[config.mk]
export PLATFORM = sky130hd
export DESIGN_NAME = fifo_rd_packer
export DESIGN_NICKNAME = d
export VERILOG_FILES = /design/src/rtl/fifo_pkg.sv /design/src/rtl/pack_idle_timer.sv /design/src/rtl/fifo_rd_packer.sv
export SDC_FILE = /design/constraint.sdc
export NUM_CORES = 1
export LEC_CHECK = 0
export BUFFER_PORTS_ARGS = -buffer_cell sky130_fd_sc_hd__buf_2
export CORE_ASPECT_RATIO = 0.7
export CORE_MARGIN = 3
export CORE_UTILIZATION = 45
export CTS_CLUSTER_DIAMETER = 80
export CTS_CLUSTER_SIZE = 20
export DETAILED_ROUTE_END_ITERATION = 8
export PLACE_DENSITY_LB_ADDON = 0.05
export SLEW_MARGIN = 20
export SYNTH_ARGS = -nofsm -noshare
export SYNTH_HDL_FRONTEND = slang
export SYNTH_SLANG_ARGS = --single-unit
[constraint.sdc]
create_clock -name rd_clk -period 1.9 [get_ports rd_clk]
set_clock_uncertainty 0.05 [all_clocks]
set_input_delay 0.095 -clock rd_clk [delete_from_list [all_inputs] [get_ports rd_clk]]
set_output_delay 0.095 -clock rd_clk [all_outputs]
set_load 0.02 [all_outputs]
[src/rtl/fifo_pkg.sv]
// Shared constants and types for the async FIFO and its read-side packer.
package fifo_pkg;

   localparam int WORDSIZE = 8;
   localparam int PTR_SIZE = 4;
   localparam int QSIZE    = 1 << PTR_SIZE;
   localparam int PACK     = 4;

   typedef enum logic {
      FILL = 1'b0,
      HOLD = 1'b1
   } pack_state_t;

endpackage

[src/rtl/pack_idle_timer.sv]
// Idle timer for the read packer: down-counts empty FIFO responses while a
// partial word is being assembled; expired flags the terminal count.
module pack_idle_timer #(
   parameter int TIMEOUT = 16
) (
   input  logic rd_clk,
   input  logic init,
   input  logic clr,
   input  logic inc,
   output logic expired
);

   logic [7:0] remain;

   // Reload on clear, otherwise step down once per empty response and stick at zero.
   always_ff @(posedge rd_clk or posedge init) begin
      if (init) begin
         remain <= 8'(TIMEOUT);
      end else if (clr) begin
         remain <= 8'(TIMEOUT);
      end else if (inc && (remain != 8'd0)) begin
         remain <= remain - 8'd1;
      end
   end

   assign expired = (remain == 8'd0);

endmodule

[src/rtl/fifo_rd_packer.sv]
// Read-side FIFO consumer: issues reads, qualifies each response with the
// registered underflow flag and packs accepted bytes little-endian into a
// PACK-lane word offered on a valid/ready handshake.
// Optional feature macro: PACKER_TIMEOUT_EN (flush a partial word after
// TIMEOUT consecutive empty responses).
//
// state | meaning
// FILL  | issuing reads and capturing bytes into shreg
// HOLD  | word presented on m_data/m_keep, waiting for m_ready
module fifo_rd_packer #(
   parameter int WORDSIZE = fifo_pkg::WORDSIZE,
   parameter int PACK     = fifo_pkg::PACK,
   parameter int TIMEOUT  = 16
) (
   input  logic                     rd_clk,
   input  logic                     init,
   input  logic [WORDSIZE-1:0]      fifo_data,
   input  logic                     fifo_underflow,
   output logic                     fifo_read_en,
   output logic [WORDSIZE*PACK-1:0] m_data,
   output logic [PACK-1:0]          m_keep,
   output logic                     m_valid,
   input  logic                     m_ready
);

   import fifo_pkg::*;

   localparam int CW = $clog2(PACK + 1);

   pack_state_t              state, state_nx;
   logic [CW-1:0]            byte_cnt, byte_cnt_nx;
   logic                     rd_pend;
   logic [WORDSIZE*PACK-1:0] shreg, shreg_nx;
   logic [PACK-1:0]          keep_nx;
   logic                     valid_nx;
   logic                     read_en_nx;
   logic                     capture;
   logic                     tmr_expired;

`ifdef PACKER_TIMEOUT_EN
   pack_idle_timer #(
      .TIMEOUT (TIMEOUT)
   ) u_idle_timer (
      .rd_clk  (rd_clk),
      .init    (init),
      .clr     (capture || ((state == HOLD) && m_ready)),
      .inc     ((state == FILL) && rd_pend && fifo_underflow &&
                (byte_cnt != '0) && (byte_cnt < CW'(PACK))),
      .expired (tmr_expired)
   );
`else
   assign tmr_expired = 1'b0;
`endif

   assign m_data = shreg;

   // State, counters and all outputs are registered; reset discards any partial word.
   always_ff @(posedge rd_clk or posedge init) begin
      if (init) begin
         state        <= FILL;
         byte_cnt     <= '0;
         rd_pend      <= 1'b0;
         shreg        <= '0;
         fifo_read_en <= 1'b0;
         m_valid      <= 1'b0;
         m_keep       <= '0;
      end else begin
         state        <= state_nx;
         byte_cnt     <= byte_cnt_nx;
         rd_pend      <= fifo_read_en;
         shreg        <= shreg_nx;
         fifo_read_en <= read_en_nx;
         m_valid      <= valid_nx;
         m_keep       <= keep_nx;
      end
   end

   // Capture/advance logic. The read decision counts the byte just captured
   // plus the read issued this cycle, so the word is never over-fetched.
   // A timeout flush waits until no read is in flight so its byte is kept.
   always_comb begin
      state_nx    = state;
      byte_cnt_nx = byte_cnt;
      shreg_nx    = shreg;
      keep_nx     = m_keep;
      valid_nx    = m_valid;
      read_en_nx  = 1'b0;
      capture     = 1'b0;
      case (state)
         FILL: begin
            capture = rd_pend && !fifo_underflow;
            if (capture) begin
               for (int i = 0; i < PACK; i++) begin
                  if (byte_cnt == CW'(i)) begin
                     shreg_nx[i*WORDSIZE +: WORDSIZE] = fifo_data;
                  end
               end
               byte_cnt_nx = byte_cnt + CW'(1);
            end
            if ((byte_cnt_nx == CW'(PACK)) || (tmr_expired && !fifo_read_en)) begin
               state_nx = HOLD;
               valid_nx = 1'b1;
               for (int i = 0; i < PACK; i++) begin
                  keep_nx[i] = (CW'(i) < byte_cnt_nx);
               end
            end else begin
               read_en_nx = !tmr_expired &&
                  (({1'b0, byte_cnt_nx} + (CW+1)'(fifo_read_en)) < (CW+1)'(PACK));
            end
         end
         HOLD: begin
            if (m_ready) begin
               state_nx    = FILL;
               byte_cnt_nx = '0;
               shreg_nx    = '0;
               keep_nx     = '0;
               valid_nx    = 1'b0;
               read_en_nx  = 1'b1;
            end
         end
         default: begin
            state_nx = FILL;
         end
      endcase
   end

endmodule

# Word level (Yosys, flattened, before mapping)
# Index checks and enable logic that the tools add are counted.
# totals
regBits	43
elab_cells	60
out_inout_bits	38
in_bits	12
# op_classes
n_bitwise	1
mux	23
n_reduce_logical	8
n_eq_ne	11
add_sub_neg	2
order_cmp	5
# op_table
op	n
32-bit two-way mux	2
32-bit one-hot mux with 2 select lines	1
8-bit two-way mux	4
2-bit != test (second input constant)	7
3-bit AND reduction	4
3-bit two-way mux	3
4-bit two-way mux	2
4-bit one-hot mux with 2 select lines	1
3-bit by 2-bit equality test with 1-bit output (second input constant)	2
1-bit by 3-bit less-than comparator with 1-bit output (first input constant)	2
2-bit by 3-bit less-than comparator with 1-bit output (first input constant)	2
1-bit two-way mux	6
1-bit one-hot mux with 2 select lines	3
3-bit one-hot mux with 2 select lines	1
3-bit by 1-bit adder with 4-bit output	1
4-bit by 3-bit less-than comparator with 1-bit output (second input constant)	1
3-bit by 1-bit adder with 3-bit output (second input constant)	1
3-bit by 1-bit equality test with 1-bit output (second input constant)	1
3-bit equality test (second input constant)	1
3-bit zero test	1
2-bit AND reduction	1
1-bit logical AND	1
1-bit zero test	1
1-bit NOT	1

# Logic depth before layout (Yosys ltp)
# depth
ltp_word	8
depth_mapped	6
depth_no_buf	5

# Least setup slack after synthesis
# OpenSTA, ideal clock, no wires.
# synth_timing
path_kind	flip-flop to flip-flop
startpoint	reg byte_cnt[0]
endpoint	reg fifo_read_en
period_less_slack_ns	1.653
t_required_ns	1.768
path_slack_ns	0.247
stages_incl_launch_ff	6
t_arrival_ns	1.521
setup_ns	0.082
path_buffers	0
path_cell_list	dfrtp_1 ha_1 ha_1 or4bb_1 o311a_1 a31oi_1
# synth_via
elab_chain_cells	7
elab_cells_between_ends	8
cone_classes	add/sub: 2; order compare: 1; eq/ne: 1; mux: 4
# synth_rtl
element	line_no	text
start, declared	fifo_rd_packer.sv:31	logic [CW-1:0] byte_cnt, byte_cnt_nx;
start signal, assigned	fifo_rd_packer.sv:69	byte_cnt <= byte_cnt_nx;
3-bit by 1-bit adder with 3-bit output	fifo_rd_packer.sv:98	byte_cnt_nx = byte_cnt + CW'(1);
3-bit two-way mux *	fifo_rd_packer.sv:92	if (capture) begin
3-bit two-way mux *	fifo_rd_packer.sv:89	case (state)
3-bit by 1-bit adder with 4-bit output	fifo_rd_packer.sv:108	(({1'b0, byte_cnt_nx} + (CW+1)'(fifo_read_en)) < (CW+1)'(PACK));
4-bit by 3-bit less-than comparator with 1-bit output	fifo_rd_packer.sv:108	
1-bit two-way mux *	fifo_rd_packer.sv:100	if ((byte_cnt_nx == CW'(PACK)) || (tmr_expired && !fifo_read_en)) begin
1-bit one-hot mux with 2 select lines *	fifo_rd_packer.sv:89	
via read_en_nx	fifo_rd_packer.sv:36	logic read_en_nx;
end signal, assigned	fifo_rd_packer.sv:72	fifo_read_en <= read_en_nx;
end, declared	fifo_rd_packer.sv:19	output logic fifo_read_en,
# Mark *: on every way through the listed nets, which the timed path passes. The rest lies on a longest branch. The select of a mux whose other input is x is not followed.
# A chain may end at the register's enable or synchronous reset.

# Final worst setup path
# Same ends and word-level chain as after synthesis.

==> summary.md <==
* **delay of the slowest critical-path stage** 0.46 ns
* **fraction of the yosys area taken by sequential cells** 56.14%
* **type of the most critical hold path** input pin to flip-flop
* **Hold Fails Final Rpt** 0
* **Crit path required time** 2.05 ns
* **maximum number of pins on one net before global-route repair** 44
* **total via count after detailed routing** 1603
* **share of the synthesized area in the top cell type** 56.14%
* **met3 track demand over resource in global routing** 6.784%
* **I/O Buffers** 49
* **wire length of the first global-routing pass** 7396 µm
* **GR peak layer** met2
* **most area-consuming cells after synthesis** dfrtp_1 56%, nand2_1 9.4%, nand3_1 6.3%, o21ai_1 6.3%, o21ai_0 3.4%
* **GPL Wtd Cong** 0.8178
* **total die area** 5091 µm²
* **buffers inserted by post-CTS timing repair** 0
* **total overflow reported by the global router** 0
* **worst vdd rail ir drop** 0.0007810 V
* **element type at the critical path end** flip-flop
* **EDFF count, synth** 0
* **Final period util** 92.78%
* **maximum frequency from static timing analysis** 567.3 MHz
* **Final #Nets** 267
* **Starting Density** 47.71%
* **critical path class** flip-flop to flip-flop
* **Area growth, synth to finish** 20.43%
* **post-layout minimum cycle time** 1.763 ns
* **number of antenna violations at the first check in global routing** 0
* **global-route total usage across every layer** 19.03%
* **final routed DRC violation total** 0
* **per-instance average area after synthesis** 9.632 µm²
* **synthesis-stage register bit count** 43
* **reg-to-reg setup timing slack** 0.14 ns
* **least setup slack across all paths after layout** 0.1372 ns
* **biggest fanout along the worst timing path** 8
* **antenna-violating nets left** 0
* **clock latency reported for the late side of the worst-skew pair** 0.29 ns
* **share of flip-flops with an asynchronous set or reset after synthesis** 100.0%
* **fraction of layout instances using a drive strength above 1** 26.40%
* **Pwr per Cell Area** 1647 nW/µm²
* **placed wire-length estimate after detailed placement** 3390 µm
* **final sum of negative setup slack** 0 ns
* **number of primary I/O pins** 50
* **arrival time at the worst endpoint** 1.92 ns
* **average wire per standard cell** 15.03 µm
* **maximum level of the CTS H-tree** 2
* **warnings from Yosys** 0
* **number of max-cap violations** 0
* **number of vias per cell** 5.308
* **distinct cell type count after synthesis** 26
* **reported leakage power** 1.153 nW
* **worst setup timing slack at the placement stage** 0.1733 ns
* **number of antenna diodes** 0
* **Tightest Pin Transition** 0.5243 ns
* **worst-path cell chain** ha_1 -> ha_1 -> or4bb_1 -> o311a_1 -> a31oi_1
* **library cell with the highest instance count after synthesis** nand2_1
* **detailed-router iteration count before antenna repair** 4
* **FP Rows** 19
* **die extent in y** 60.61 µm
* **number of global-route vias before repair** 1528
* **library cell with the largest summed area after synthesis** dfrtp_1
* **clock slew seen by the registers of the worst setup and hold paths** 0.08 ns
* **number of instances in the synthesized netlist** 199
* **predominant post-synthesis flop cell** dfrtp_1
* **final-report setup violation count** 0
* **Worst Hold Margin** 0.01899 ns
* **standard cell with the maximum stage delay on the critical path** dfrtp_1
* **unrepaired setup endpoints after global routing** no
* **run status** complete, no violations
* **die width** 84.01 µm
* **clock tree from TritonCTS** yes
* **Clock Tree Buf Depth** 2
* **area of the mapped netlist** 1917 µm²
* **Mapped Nets** 216
* **final routed wirelength across all metal layers** 4539 µm
* **met1 global-route usage** 25.50%
* **met2 track utilization from global routing** 29.78%
* **cell at the root of the clock tree** clkbuf_8
* **initial DRC count** 112
* **critical path startpoint category** flip-flop
* **worst relative slew slack** 65.05%
* **total clock buffers created by CTS** 5
* **Sinks on Clock Net** 43
* **area inside the core boundary** 4018 µm²
* **most common library cells after synthesis** 48 x nand2_1, 43 x dfrtp_1, 24 x nand3_1, 24 x o21ai_1, 13 x o21ai_0
* **cell repeated most along the worst path** ha_1
* **max-slew violation count** 0
==> flip-flops by register name (all words and copies together), names as in the netlist <==
name and cells:
fifo_read_en 1, m_valid 1, rd_pend 1, m_keep 4, byte_cnt 3, m_data 32
state 1
==> routing by layer <==
| layer | routed length [µm] | vias to the layer above |
|---|---|---|
| met5 | 0 | - |
| met4 | 50 | 0 |
| met3 | 381 | 6 |
| met2 | 2020 | 52 |
| met1 | 2087 | 765 |
| li1 | - | 780 |
==> cell type report <==
cell class | count | area (µm²)
fillers | 372 | 1709
flip-flops and latches | 43 | 1076
multi-input cells | 136 | 735.7
repair buffers | 59 | 325.3
clock buffers | 6 | 82.58
well taps | 52 | 65.06
inverters | 5 | 18.77
clock inverters | 1 | 5.005
==> per-stage QoR <==
step | util (%) | cells | power [W] | area (µm²)
2_1_floorplan | - | 199 | 0.002666 | 1917
3_3_place_gp | 54.78 | 293 | 0.003189 | 2201
3_5_place_dp | 54.78 | 293 | 0.003263 | 2201
4_1_cts | 57.46 | 302 | 0.003844 | 2308
5_1_grt | 57.46 | 302 | 0.004100 | 2308
6_report | 57.46 | 302 | 0.003803 | 2308
==> worst paths after layout <==
check,from,end,cells past startpoint
worst max register to register,byte_cnt[0],fifo_read_en,5
worst min register to register,fifo_read_en,rd_pend,0
worst max-delay path,byte_cnt[0],fifo_read_en,5
min in group asynchronous,init,m_keep[0],4
worst min-delay path,fifo_data[2],m_data[26],3
max in group asynchronous,init,m_data[27],4
==> timing repair <==
item / CTS / global route
resized for setup: 0 / 0
hold buffers: 2 / 0
hold endpoints to repair: 45 / 0
==> report_power, final <==
part	internal, W	switching [W]	leakage [nW]	total [W]
logic	0.000599	0.00109	0.539	0.00169
clock network	0.000285	0.000283	0.0470	0.000568
registers	0.00128	0.000264	0.567	0.00155
==> critical path, delay by kind of cell, from the launching register on <==
family,cells,cell delay (ns)
and+or+nand+nor,1,0.39
AOI/OAI and AO/OA,2,0.26
adders and majority gates,2,0.51
DFF,1,0.46
==> placed cells by master (no fill, tap or decap), drive strengths merged, types with 2 or more instances in the layout <==
cell type,netlist,routed
and2,3,3
buf,9,57
clkbuf,6,6
dfrtp,43,43
dlygate4sd3,0,2
ha,5,5
inv,5,5
mux2i,2,2
nand2,48,48
nand3,24,24
nor2b,2,2
o21ai,37,37
o22ai,3,3
o31ai,2,2
==> kinds of logic after synthesis <==
logic type | synth area share (%)
buffers and inverters | 5.483
flip-flops | 56.14
XOR/XNOR | 0.4570
multiplexers | 1.044
AO/OA/AOI/OAI | 12.66
adder cells (fa/ha/maj) | 3.264
AND/OR/NAND/NOR | 20.95
Note: power is estimated with default switching activity, not from simulation.
